===== src/rtl/load_align_unit_pkg.sv =====
// Shared types and constants for the load path: size encodings, FSM states,
// default memory timeout and the alignment legality rule.
package load_align_unit_pkg;

  localparam int WORD_W                 = 32;
  localparam int DEFAULT_TIMEOUT_CYCLES = 16;

  typedef enum logic [1:0] {
    SZ_BYTE = 2'b00,
    SZ_HALF = 2'b01,
    SZ_WORD = 2'b10,
    SZ_RSVD = 2'b11
  } load_size_e;

  typedef enum logic [1:0] {
    S_IDLE = 2'b00,
    S_WAIT = 2'b01,
    S_DONE = 2'b10
  } state_e;

  // Bytes may sit anywhere; halfwords need an even address; words need
  // a word-aligned address; the reserved size is never legal.
  function automatic logic load_is_legal(input load_size_e size, input logic [1:0] lane);
    case (size)
      SZ_BYTE: return 1'b1;
      SZ_HALF: return ~lane[0];
      SZ_WORD: return (lane == 2'b00);
      default: return 1'b0;
    endcase
  endfunction

endpackage


===== src/rtl/load_align_unit_if.sv =====
// Pipeline-side request/result handshake plus the data-memory read port.
// slave is the load unit's view, master is the pipeline/memory view.
interface load_align_unit_if #(parameter int DATA_W = 32);

  logic              LoadReq;
  logic [1:0]        LoadSize;
  logic              LoadUnsigned;
  logic [DATA_W-1:0] Address;
  logic              MemReadEn;
  logic [DATA_W-1:0] MemAddr;
  logic [DATA_W-1:0] MemRdata;
  logic              MemValid;
  logic [DATA_W-1:0] DataOut;
  logic              DataValid;
  logic              DataAccept;
  logic              Stall;
  logic              AlignErr;
  logic              TimeoutErr;

  modport slave (
    input  LoadReq, LoadSize, LoadUnsigned, Address, MemRdata, MemValid, DataAccept,
    output MemReadEn, MemAddr, DataOut, DataValid, Stall, AlignErr, TimeoutErr
  );

  modport master (
    output LoadReq, LoadSize, LoadUnsigned, Address, MemRdata, MemValid, DataAccept,
    input  MemReadEn, MemAddr, DataOut, DataValid, Stall, AlignErr, TimeoutErr
  );

endinterface


===== src/rtl/load_align_unit_extract.sv =====
// Pure combinational lane select and sign/zero extension of a memory word.
// Little-endian lanes; kept standalone so the store-path checker can reuse it.
module load_extract
  import load_align_unit_pkg::*;
(
  input  logic [31:0] word,
  input  logic [1:0]  lane,
  input  load_size_e  size,
  input  logic        is_unsigned,
  output logic [31:0] result
);

  logic [7:0]  byte_v;
  logic [15:0] half_v;

  // Pick the addressed lane, then extend it according to size and signedness.
  always_comb begin
    byte_v = word[7:0];
    case (lane)
      2'd0:    byte_v = word[7:0];
      2'd1:    byte_v = word[15:8];
      2'd2:    byte_v = word[23:16];
      default: byte_v = word[31:24];
    endcase

    half_v = lane[1] ? word[31:16] : word[15:0];

    result = '0;
    case (size)
      SZ_BYTE: result = {{24{~is_unsigned & byte_v[7]}}, byte_v};
      SZ_HALF: result = {{16{~is_unsigned & half_v[15]}}, half_v};
      SZ_WORD: result = word;
      default: result = '0;
    endcase
  end

endmodule


===== src/rtl/load_align_unit.sv =====
// MEM-stage load unit: checks alignment, issues a word-aligned read, waits
// (bounded) for the memory, then holds the extended result for writeback.
//
//   state  | meaning
//   S_IDLE | no load outstanding, LoadReq sampled
//   S_WAIT | read strobe up, waiting for MemValid or timeout
//   S_DONE | result/error held until DataAccept
module load_align_unit
  import load_align_unit_pkg::*;
#(
  parameter int DATA_W         = WORD_W,
  parameter int TIMEOUT_CYCLES = DEFAULT_TIMEOUT_CYCLES
) (
  input logic             Clk,
  input logic             Reset,
  load_align_unit_if.slave bus
);

  localparam logic [7:0] CNT_LAST = 8'(TIMEOUT_CYCLES - 1);

  state_e            state;
  logic [7:0]        cnt;
  load_size_e        size_q;
  logic [1:0]        lane_q;
  logic              uns_q;
  logic [DATA_W-1:0] extracted;
  logic              req_legal;

  assign req_legal = load_is_legal(load_size_e'(bus.LoadSize), bus.Address[1:0]);
  assign bus.Stall = (state != S_IDLE);

  // Extraction works on the captured request, so it stays correct while
  // the pipeline moves Address on during the wait.
  load_extract u_extract (
    .word        (bus.MemRdata),
    .lane        (lane_q),
    .size        (size_q),
    .is_unsigned (uns_q),
    .result      (extracted)
  );

  // Load sequencing FSM with registered memory strobe, result and flags.
  always_ff @(posedge Clk) begin
    if (Reset) begin
      state          <= S_IDLE;
      cnt            <= '0;
      size_q         <= SZ_BYTE;
      lane_q         <= '0;
      uns_q          <= 1'b0;
      bus.MemReadEn  <= 1'b0;
      bus.MemAddr    <= '0;
      bus.DataOut    <= '0;
      bus.DataValid  <= 1'b0;
      bus.AlignErr   <= 1'b0;
      bus.TimeoutErr <= 1'b0;
    end else begin
      case (state)
        S_IDLE: begin
          if (bus.LoadReq) begin
            size_q <= load_size_e'(bus.LoadSize);
            lane_q <= bus.Address[1:0];
            uns_q  <= bus.LoadUnsigned;
            if (req_legal) begin
              state         <= S_WAIT;
              cnt           <= '0;
              bus.MemReadEn <= 1'b1;
              bus.MemAddr   <= {bus.Address[DATA_W-1:2], 2'b00};
            end else begin
              // Illegal requests never touch memory.
              state         <= S_DONE;
              bus.DataOut   <= '0;
              bus.DataValid <= 1'b1;
              bus.AlignErr  <= 1'b1;
            end
          end
        end

        S_WAIT: begin
          if (bus.MemValid) begin
            // Data beats the timeout even on the final count.
            state          <= S_DONE;
            bus.MemReadEn  <= 1'b0;
            bus.DataOut    <= extracted;
            bus.DataValid  <= 1'b1;
            bus.TimeoutErr <= 1'b0;
          end else if (cnt == CNT_LAST) begin
            state          <= S_DONE;
            bus.MemReadEn  <= 1'b0;
            bus.DataOut    <= '0;
            bus.DataValid  <= 1'b1;
            bus.TimeoutErr <= 1'b1;
          end else begin
            cnt <= cnt + 8'd1;
          end
        end

        S_DONE: begin
          // A LoadReq alongside DataAccept is left for the next IDLE cycle.
          if (bus.DataAccept) begin
            state          <= S_IDLE;
            bus.DataValid  <= 1'b0;
            bus.AlignErr   <= 1'b0;
            bus.TimeoutErr <= 1'b0;
          end
        end

        default: begin
          state         <= S_IDLE;
          bus.MemReadEn <= 1'b0;
          bus.DataValid <= 1'b0;
        end
      endcase
    end
  end

endmodule


===== src/flat_wrapper.sv =====
// flat-port wrapper written by rule: the top's interface ports become plain ports
module load_align_unit_flat import load_align_unit_pkg::*;
#(
  parameter int DATA_W         = WORD_W,
  parameter int TIMEOUT_CYCLES = DEFAULT_TIMEOUT_CYCLES
)
  (Clk, Reset, bus_LoadReq, bus_LoadSize, bus_LoadUnsigned, bus_Address, bus_MemRdata, bus_MemValid, bus_DataAccept, bus_MemReadEn, bus_MemAddr, bus_DataOut, bus_DataValid, bus_Stall, bus_AlignErr, bus_TimeoutErr);
  load_align_unit_if #(.DATA_W(DATA_W)) bus_i ();
  input logic Clk;
  input logic Reset;
  input wire logic [$bits(bus_i.LoadReq)-1:0] bus_LoadReq;
  input wire logic [$bits(bus_i.LoadSize)-1:0] bus_LoadSize;
  input wire logic [$bits(bus_i.LoadUnsigned)-1:0] bus_LoadUnsigned;
  input wire logic [$bits(bus_i.Address)-1:0] bus_Address;
  input wire logic [$bits(bus_i.MemRdata)-1:0] bus_MemRdata;
  input wire logic [$bits(bus_i.MemValid)-1:0] bus_MemValid;
  input wire logic [$bits(bus_i.DataAccept)-1:0] bus_DataAccept;
  output wire logic [$bits(bus_i.MemReadEn)-1:0] bus_MemReadEn;
  output wire logic [$bits(bus_i.MemAddr)-1:0] bus_MemAddr;
  output wire logic [$bits(bus_i.DataOut)-1:0] bus_DataOut;
  output wire logic [$bits(bus_i.DataValid)-1:0] bus_DataValid;
  output wire logic [$bits(bus_i.Stall)-1:0] bus_Stall;
  output wire logic [$bits(bus_i.AlignErr)-1:0] bus_AlignErr;
  output wire logic [$bits(bus_i.TimeoutErr)-1:0] bus_TimeoutErr;
  assign bus_i.LoadReq = bus_LoadReq;
  assign bus_i.LoadSize = bus_LoadSize;
  assign bus_i.LoadUnsigned = bus_LoadUnsigned;
  assign bus_i.Address = bus_Address;
  assign bus_i.MemRdata = bus_MemRdata;
  assign bus_i.MemValid = bus_MemValid;
  assign bus_i.DataAccept = bus_DataAccept;
  assign bus_MemReadEn = bus_i.MemReadEn;
  assign bus_MemAddr = bus_i.MemAddr;
  assign bus_DataOut = bus_i.DataOut;
  assign bus_DataValid = bus_i.DataValid;
  assign bus_Stall = bus_i.Stall;
  assign bus_AlignErr = bus_i.AlignErr;
  assign bus_TimeoutErr = bus_i.TimeoutErr;
  load_align_unit #(.DATA_W(DATA_W), .TIMEOUT_CYCLES(TIMEOUT_CYCLES)) u_core (.Clk(Clk), .Reset(Reset), .bus(bus_i));
endmodule

===== config.mk =====
export PLATFORM = sky130hd
export DESIGN_NAME = load_align_unit_flat
export DESIGN_NICKNAME = d
export VERILOG_FILES = /design/src/rtl/load_align_unit_pkg.sv /design/src/rtl/load_align_unit_if.sv /design/src/rtl/load_align_unit_extract.sv /design/src/rtl/load_align_unit.sv /design/src/flat_wrapper.sv
export SDC_FILE = /design/constraint.sdc
export NUM_CORES = 1
export LEC_CHECK = 0
export ABC_CLOCK_PERIOD_IN_PS = 4150
export BUFFER_PORTS_ARGS = -buffer_cell sky130_fd_sc_hd__buf_2
export CAP_MARGIN = 20
export CORE_MARGIN = 2
export CORE_UTILIZATION = 54
export CTS_CLUSTER_SIZE = 40
export DETAILED_ROUTE_END_ITERATION = 7
export GPL_ROUTABILITY_DRIVEN = 0
export PLACE_DENSITY = 0.88
export SLEW_MARGIN = 20
export SYNTH_ARGS = -nofsm -noshare
export SYNTH_HDL_FRONTEND = slang
export SYNTH_SLANG_ARGS = --single-unit

===== constraint.sdc =====
create_clock -name Clk -period 4.15 [get_ports Clk]
set_clock_uncertainty 0.05 [all_clocks]
set_input_delay 0.415 -clock Clk [delete_from_list [all_inputs] [get_ports Clk]]
set_output_delay 0.415 -clock Clk [all_outputs]
set_load 0.03 [all_outputs]

Word-level counts from Yosys, hierarchy flattened:

Index checks and enable logic that the tools add are counted.

* $add $sub $neg: 1
* equality and inequality tests: 16
* multiplexer cells: 34
* bitwise operators: 5
* reduce and logical (&&, ||, !) cells: 18

Operators by type and width (count)
* $mux W32: 4
* $pmux W32 S3: 1
* $pmux W32 S2: 1
* $mux W8: 4
* $pmux W8 S3: 1
* $mux W16: 1
* $pmux W8 S2: 1
* $reduce_and A4 Y1: 4
* $logic_not A2 Y1: 5
* $mux W1: 10
* $mux W2: 5
* $ne A2 B2 Y1 const B: 5
* $pmux W1 S3: 3
* $reduce_and A3 Y1: 3
* $add A8 B1 Y8 const B: 1
* $eq A2 B1 Y1 const B: 4
* $eq A2 B2 Y1 const B: 4
* $eq A8 B4 Y1 const B: 1
* $reduce_bool A2 Y1: 4
* $pmux W2 S3: 1
* $reduce_and A5 Y1: 1
* $pmux W1 S2: 2
* $ne A3 B2 Y1 const B: 1
* $not A1 Y1: 3
* other kinds (3): 4

* flip-flop bits (word level): 81
* input bits: 72
* output and inout bits: 69
* logic and storage cells: 85

Longest topological paths before layout:

Gate-level depths: netlist of run 1.

* depth after elaboration: 6
* gate-level depth with buffers: 8
* depth with buffers taken out: 6

By module:

A second synthesis of run 1 with hierarchy kept.

* cells, all modules: 467
* area total of the unflattened synthesis: 3774.9 sq um

By module, submodules not included
* load_align_unit: instances 1, cells each 373, area each 3054.2 sq um, seq. area each 1621.6 sq um
* load_extract: instances 1, cells each 94, area each 720.7 sq um, seq. area each 0.0 sq um

Worst setup path after synthesis of run 1:

OpenSTA, ideal clock, no wires.

* path kind: register to register
* start: register u_core.state[1]
* end: register u_core.cnt[5]
* library setup time: 70 ps
* arrival time: 1860 ps
* data required time: 4030 ps
* setup slack: 2170 ps
* cell stages (with the launch flop): 8
* path buffers: 1
* clock period less this slack: 1980 ps
* cells stage by stage: dfxtp_1 > inv_1 > ha_1 > and4_1 > a211o_1 > buf_2 > or4_1 > a21boi_1

* cells in the longest elaborated chain, start to end: 3
* elaborated cells on any way between the ends: 9
* those cells by class: eq/ne (5); mux (1); reduce/logical (3)

Ends and longest elaborated chain
* start, declared: RTL line load_align_unit.sv:21 `state_e state;`
* start signal, assigned: RTL line load_align_unit.sv:45 `state <= S_IDLE;`
* start signal, assigned: RTL line load_align_unit.sv:64 `state <= S_WAIT;`
* start signal, assigned: RTL line load_align_unit.sv:70 `state <= S_DONE;`
* $eq A2 B1 Y1 or $logic_not A2 Y1 (tied branches): RTL line load_align_unit.sv:57 `case (state)`
* $ne A2 B2 Y1 (no line) (tied with other cells)
* $reduce_and A5 Y1 (no line)
* end signal, assigned: RTL line load_align_unit.sv:93 `cnt <= cnt + 8'd1;`
* end, declared: RTL line load_align_unit.sv:22 `logic [7:0] cnt;`

Parallel ways exist; a longest one is shown, timed or not.
A chain may end at the register's enable or synchronous reset.

Worst setup path in the final report of run 1:

* start: register u_core.state[1]
* end: register u_core.bus.DataOut[15]

* cells in the longest elaborated chain, start to end: 3
* elaborated cells on any way between the ends: 8
* those cells by class: eq/ne (4); mux (1); reduce/logical (3)

Ends and longest elaborated chain
* $eq A2 B1 Y1 or $logic_not A2 Y1 (tied branches): RTL line load_align_unit.sv:57
* $ne A3 B2 Y1 (no line) (tied with other cells)
* $reduce_and A4 Y1 (no line)
* end signal, assigned: RTL line load_align_unit.sv:83 `bus.DataOut <= extracted;`
* end, declared: RTL line load_align_unit_if.sv:22 `output MemReadEn, MemAddr, DataOut, DataValid, Stall, AlignErr, TimeoutErr`

Parallel ways exist; a longest one is shown, timed or not.

==> results of run 1 <==
power by group through the flow:
stage | Sequential [uW] | Clock (uW) | Combinational [uW]
after floorplan | 919 | 0 | 331
after global placement | 872 | 0 | 486
after detailed placement | 874 | 0 | 502
after CTS | 856 | 645 | 504
after global routing | 863 | 682 | 556
final | 857 | 637 | 511
kinds of logic (layout without fill, tap and decap cells):
kind of cell	after synthesis	after routing	synth area share, %
AOI/OAI and AO/OA	155	155	26.75
adders and majority gates	4	4	1.282
buffers and inverters	54	173	6.408
DFF	81	81	41.53
muxes	15	15	4.518
other	1	2	0.09603
and+or+nand+nor	155	155	19.42
flip-flops by register name, indices dropped and copies added, names as in the netlist:
signal and cells:
u_core.size_q 2, u_core.bus.DataOut 32, u_core.lane_q 2, u_core.cnt 8, u_core.uns_q 1, u_core.bus.AlignErr 1, u_core.bus.TimeoutErr 1, u_core.bus.MemReadEn 1
u_core.bus.DataValid 1, u_core.state 2, u_core.bus.MemAddr 30
worst max-delay path, delay by kind of cell, from the launching register on:
family	cells	cell delay, ps
AO/OA/AOI/OAI	3	760
flip-flops	1	330
adder cells (fa/ha/maj)	1	450
AND/OR/NAND/NOR	1	840
buffers and inverters	1	90
worst min-delay path by stage:
stage	start	end	slack, ps	depth (start not counted)
after floorplan	u_core.uns_q	u_core.uns_q	400	2
after global placement	u_core.bus.MemAddr[5]	u_core.bus.MemAddr[5]	390	2
after detailed placement	u_core.bus.MemAddr[11]	u_core.bus.MemAddr[11]	390	2
after CTS	bus_Address[12]	u_core.bus.MemAddr[12]	230	3
after global routing	bus_Address[26]	u_core.bus.MemAddr[26]	230	3
final	bus_Address[10]	u_core.bus.MemAddr[10]	250	3
layout by cell type, fill, tap and decap left out, drive strengths merged, types with 5 or more instances in the layout:
master	instances
buf	140
nand2	94
dfxtp	81
a21oi	42
o21ai	35
a22o	25
inv	17
mux2i	12
clkbuf	12
nor2b	10
a32o	8
nand3	8
nor2	8
nand3b	7
o31a	6
o22ai	6
or4	5
a31oi	5
o31ai	5
a21boi	5
synthesized netlist by cell type, types with 2 or more instances:
| library cell | count |
|---|---|
| a211o_1 | 2 |
| a211oi_1 | 4 |
| a21boi_0 | 2 |
| a21boi_1 | 3 |
| a21oi_1 | 42 |
| a22o_1 | 25 |
| a31o_2 | 2 |
| a31oi_1 | 5 |
| a32o_1 | 8 |
| and3b_1 | 2 |
| and4_1 | 3 |
| buf_1 | 2 |
| buf_2 | 8 |
| buf_4 | 2 |
| buf_6 | 4 |
| clkbuf_1 | 21 |
| dfxtp_1 | 81 |
| ha_1 | 4 |
| inv_1 | 17 |
| mux2i_1 | 12 |
| mux4_2 | 2 |
| nand2_1 | 94 |
| nand2b_1 | 3 |
| nand3_1 | 8 |
| nand3b_1 | 7 |
| nand4_1 | 4 |
| nor2_1 | 7 |
| nor2b_1 | 10 |
| nor3_1 | 2 |
| nor4_1 | 2 |
| o21a_1 | 3 |
| o21ai_0 | 33 |
| o21ai_2 | 2 |
| o22ai_1 | 6 |
| o31a_1 | 6 |
| o31ai_1 | 5 |
| or4_1 | 5 |
through the flow:
step | hold WS (ps) | setup slack (ps) | area (um^2)
global placement | 388.7 | 1751 | 4552
CTS | 233.7 | 1600 | 4773
finish | 247.9 | 1569 | 4773
global route | 235.0 | 1336 | 4773
detailed placement | 394.6 | 1639 | 4552
floorplan | 399.3 | 2170 | 3909
per-layer routing:
| metal | share of wire [%] | global-route usage (%) |
|---|---|---|
| met1 | 42 | 32.30 |
| met2 | 46 | 38.81 |
| met3 | 9.6 | 7.018 |
| met4 | 2.7 | 11.40 |
| met5 | 0 | 0 |
final cells by class:
type | count | area [um^2]
Clock inverter | 4 | 76.32
Sequential cell | 81 | 1622
Clock buffer | 12 | 145.1
Timing Repair Buffer | 140 | 705.7
Inverter | 17 | 63.81
Tap cell | 99 | 123.9
Fill cell | 618 | 2364
Multi-Input combinational cell | 331 | 2037
==> results_dict.tcl, run 1 <==
set metrics [dict create \
    cts_hold_buf 0 \
    critPathLaunch "u_core.state[1]" \
    setup_viol 0 \
    p_seq_share_pct 42.7 \
    cts_buffer_depth 2 \
    fin_crit_sh_pct 62.20 \
    startpoint_type "flip-flop" \
    power.switching_uw 652.6 \
    synth-async-reset-ratio_pct 0 \
    fin_setup_tns_ps 0 \
    antenna_left 0 \
    cpMostUsedCell "a32o_1" \
    slowest_delay_ps 840 \
    ios 141 \
    status "finished clean" \
    wl_per_cell_um 15.00 \
    crit_type "reg2reg" \
    critPathMaxFanout 27 \
    power.share.switching_pct 32.54 \
    nets 656 \
    globalRoute.totalOverflow 0 \
    cts.repair.resized 0 \
    fp.dieW_um 89.04 \
    synth_top_area_share_pct 41.53 \
    drv_slew 0 \
    grt_pass1_vias 3477 \
    cts_tree "done" \
    dp_hpwl_mm 7.282 \
    row_count 31 \
    synth_ff_type "dfxtp_1" \
    timing.rr.end "u_core.bus.DataOut[15]" \
    endpoint "u_core.bus.DataOut[15]" \
    fmax_mhz 387.4 \
    p_clk_share_pct 31.8 \
    ys_ff_latch 81 \
    core_um2 7137 \
    cts_buffers 9 \
    p_per_area_nw_per_um2 420.1 \
    htreeDepth 3 \
    drt_first_pass_iters 5 \
    cp-end-kind "flip-flop" \
    r2r_setup_slack_ps 1570 \
    antenna_cells 0 \
    io_buffers 138 \
    viasPerCell 5.787 \
    layout-drive-gt1-share_pct 28.38 \
    comb_power_share_pct 25.5 \
    grt_max_degree 50 \
    die_y_um 89.04 \
    routed-via-count 3958 \
    clk_pin_slew_ps 80 \
    start_util_pct 54.72 \
    worst_pin_slew_ps 1094 \
    relSlewSlack_pct 26.93 \
    seq_area_frac_synth_pct 41.53 \
    rsz0062_at_grt "no" \
    total_power_uw 2005 \
    leakagePower_uw 0.002056 \
    syn_to_final_growth_pct 22.24 \
    die_area_um2 7928 \
    drt_iter0_drc 313 \
    stdcell_count 684 \
    synth-edff-count 0 \
    grtUsageTotal_pct 24.95 \
    intPower_uw 1353 \
    place_inst 668 \
    wl_mm 10.26 \
    peakVddDrop_uv 321.8 \
    post-route-util_pct 66.88 \
    grt_antenna_before_repair 0 \
    critical_path.cell_chain "inv_1 -> ha_1 -> o211ai_1 -> a32o_1 -> nor3_4 -> a32o_1" \
    slowest_stage "nor3_4" \
    worst_ep_required_time_ps 4390 \
    reg2reg_depth 6 \
    ys_warn_count 0 \
    drc_errors 0 \
    final-hold-violation-count 0 \
    yosysTopAreaCell "dfxtp_1" \
    post-cts-setup-buffers 0 \
    clk_latency_ps 340 \
    syn_avg_cell_area_um2 8.398 \
    synthTopCellsByArea "dfxtp_1, nand2_1, a22o_1, a21oi_1, o21ai_0" \
    synth_area_um2 3905 \
    grt_pass1_wl_mm 15.86 \
    drv_cap 0 \
    netlist_instances 465 \
    fin_crit_ps 2581 \
    cts_sinks 81 \
    yosysUniqueCellTypes 54 \
    rr_startpoint "u_core.state[1]" \
    cts_root_buffer "clkbuf_8" \
    holdCritPathClass "in2reg" \
    cp.arrival_ps 2820 \
]
(Power assumes the default switching activity.)
==> inputs of run 2 (changes only) <==
Settings changed: ABC_AREA from default to 1, ABC_CLOCK_PERIOD_IN_PS 4150 to 2600, CORE_UTILIZATION 54 to 50, PLACE_DENSITY 0.88 to 0.82.
Clock period 4.15 ns to 2.6 ns, I/O delays scaled along.
==> run 2 against run 1 <==
  * Sequential share of layout area fell by 1.9 points
  * Non-clock buffer count rose by 4
  * Setup slack got worse by 1200 ps
  * Die area up 13%
  * Core utilization is 4.4 points lower
  * Critical path depth up 1
  * Count of clock-buffer cells in the layout fell by 3
  * Largest cell class unchanged
  * Largest power group is now combinational logic
==> results_dict.tcl, run 2 <==
set metrics [dict create \
    largest_register "u_core.bus.DataOut" \
    peakVddDrop_uv 400.0 \
    slowest_stage "dfxtp_1" \
    cts_root_buffer "clkbuf_8" \
    wl_per_cell_um 12.33 \
    synth_ff_type "dfxtp_1" \
    cp-end-kind "flip-flop" \
    slowest_delay_ps 760 \
    final-hold-violation-count 0 \
    cts_sinks 81 \
    htreeDepth 3 \
    rsz0062_at_grt "no" \
    synthSimpleGateAreaFrac_pct 32.49 \
    place_inst 835 \
    critPathMaxFanout 24 \
    die_area_um2 8959 \
    ys_warn_count 0 \
    yosysUniqueCellTypes 33 \
    synth_top_family_by_area "simple AND/OR/NAND/NOR gates" \
    p_per_area_nw_per_um2 910.1 \
    status "finished clean" \
    start_util_pct 50.77 \
    post-route-util_pct 62.49 \
    worst_pin_slew_ps 902.7 \
    reg.largest.list "u_core.bus.DataOut: 32 flops, u_core.bus.MemAddr: 30 flops, u_core.cnt: 8 flops" \
    grt_pass1_vias 3808 \
    r2r_setup_slack_ps 380 \
    fp.dieW_um 94.65 \
    grt_pass1_wl_mm 16.62 \
    synthTopCellsByArea "dfxtp_1, nand2_1, nor2_1, o21ai_0, a21oi_1" \
    largest_reg_flops 32 \
    cts_buffer_depth 2 \
    post-cts-setup-buffers 0 \
    netlist_instances 618 \
    leakagePower_uw 0.002478 \
    synthMuxAreaShare_pct 0 \
    fin_setup_tns_ps 0 \
    synth-async-reset-ratio_pct 0 \
    synthAdderAreaFrac_pct 1.218 \
    drv_cap 0 \
    place_worst_setup_slack_ps 406.3 \
    synth_compound_gate_area_share_pct 17.42 \
    routed-via-count 4303 \
    fin_crit_sh_pct 85.35 \
    most-common-layout-cells "nand2_1, buf_2, nor2_1" \
    nets 817 \
    grtUsageTotal_pct 23.18 \
    drt_first_pass_iters 5 \
    antenna_left 0 \
    cts_buffers 9 \
    die_y_um 94.65 \
    layout-drive-gt1-share_pct 26.94 \
    clk_pin_slew_ps 100 \
    fin_ws_ps 380.9 \
    cp.arrival_ps 2380 \
    grt_max_degree 42 \
    drt_iter0_drc 275 \
    ys_ff_latch 81 \
    fin_crit_ps 2219 \
    synth_area_um2 4109 \
    antenna_cells 0 \
    syn_avg_cell_area_um2 6.649 \
    globalRoute.totalOverflow 0 \
    relSlewSlack_pct 39.75 \
    holdCritPathClass "in2reg" \
    drc_errors 0 \
    post-synth-top-count-cell "nand2_1" \
    synth-edff-count 0 \
    stdcell_count 851 \
    io_buffers 138 \
    clk_latency_ps 350 \
    yosys-top-cells-count "nand2_1, nor2_1, dfxtp_1" \
    worst_ep_required_time_ps 2760 \
    cpMostUsedCell "nand2_1" \
    syn_to_final_growth_pct 23.08 \
    ios 141 \
    fmax_mhz 450.6 \
    cts_hold_buf 0 \
    core_um2 8093 \
    dp_hpwl_mm 7.726 \
    viasPerCell 5.056 \
    startpoint_type "flip-flop" \
    setup_viol 0 \
    fill_cells 738 \
    wl_mm 10.49 \
    yosysTopAreaCell "dfxtp_1" \
    synth_xor_area_share_pct 0.8526 \
    cts_tree "done" \
    crit_type "reg2reg" \
    critical_path.cell_chain "inv_1 -> nand2_1 -> nand3_1 -> nand4_2 -> nand2_1 -> nand2_1 -> a21oi_1" \
    drv_slew 0 \
    final_common_cell "nand2_1" \
    cts.repair.resized 0 \
    synth_top_area_share_pct 39.46 \
    seq_area_frac_synth_pct 39.46 \
    grt_antenna_before_repair 0 \
    row_count 33 \
]
## run 2: changes by cell type in the layout (fill, tap and decap cells not counted), moves of 8 or more
cell and change:
a21oi_2 +16, nand2_1 +91, mux2i_1 -12, a32o_1 -8, nand3_1 +12, nor2_1 +85, inv_1 +28, nand2_2 +10
nor2b_1 -10, a22o_1 -25, o21ai_0 +18
## run 2: layout make-up
type | instances | area [um^2] | share of cell area, %
Clock inverter | 7 | 105.1 | 2.078
Inverter | 49 | 183.9 | 3.637
Clock buffer | 9 | 123.9 | 2.449
Multi-Input combinational cell | 456 | 2143 | 42.38
Sequential cell | 81 | 1622 | 32.06
Timing Repair Buffer | 144 | 748.2 | 14.79
Tap cell | 105 | 131.4 | 2.598
## run 2: worst paths after layout
path | end | from | depth (start not counted)
worst max-delay path | u_core.bus.DataOut[25] | u_core.lane_q[1] | 7
worst min register to register | u_core.bus.DataOut[31] | u_core.bus.DataOut[31] | 2
worst min-delay path | u_core.bus.MemAddr[24] | bus_Address[24] | 3
worst max register to register | u_core.bus.DataOut[25] | u_core.lane_q[1] | 7
## run 2: cells by family after synthesis
group           Yosys count
buf+inv                  82
simple gates            322
fa+ha+maj                 4
xor+xnor                  4
compound gates          124
flops                    81
other cells               1
## run 2: routing by layer
layer	global-route usage [%]	wire length, um
met1	29.02	4644
met2	38.48	4881
met3	5.587	815
met4	9.058	147
met5	0	0
## run 2: through the flow
| step | instance area (um^2) | hold slack [ps] | power [uW] |
|---|---|---|---|
| detailed placement | 4828 | 404.8 | 3560 |
| CTS | 5057 | 77.58 | 4621 |
| finish | 5057 | 90.92 | 4603 |
| global route | 5057 | 93.39 | 4934 |
| global placement | 4828 | 399.2 | 3517 |
| floorplan | 4113 | 376.7 | 3083 |
## run 2: critical path: cells and delay by family (launching register included)
| kind | cells | cell delay, ps |
|---|---|---|
| simple gates | 5 | 920 |
| compound gates | 1 | 60 |
| buf+inv | 1 | 300 |
| flops | 1 | 760 |
## run 2: power breakdown
part / internal (uW) / switching [uW]
clock: 558 / 503
combinational: 599 / 1390
sequential: 1420 / 134
total: 2580 / 2020
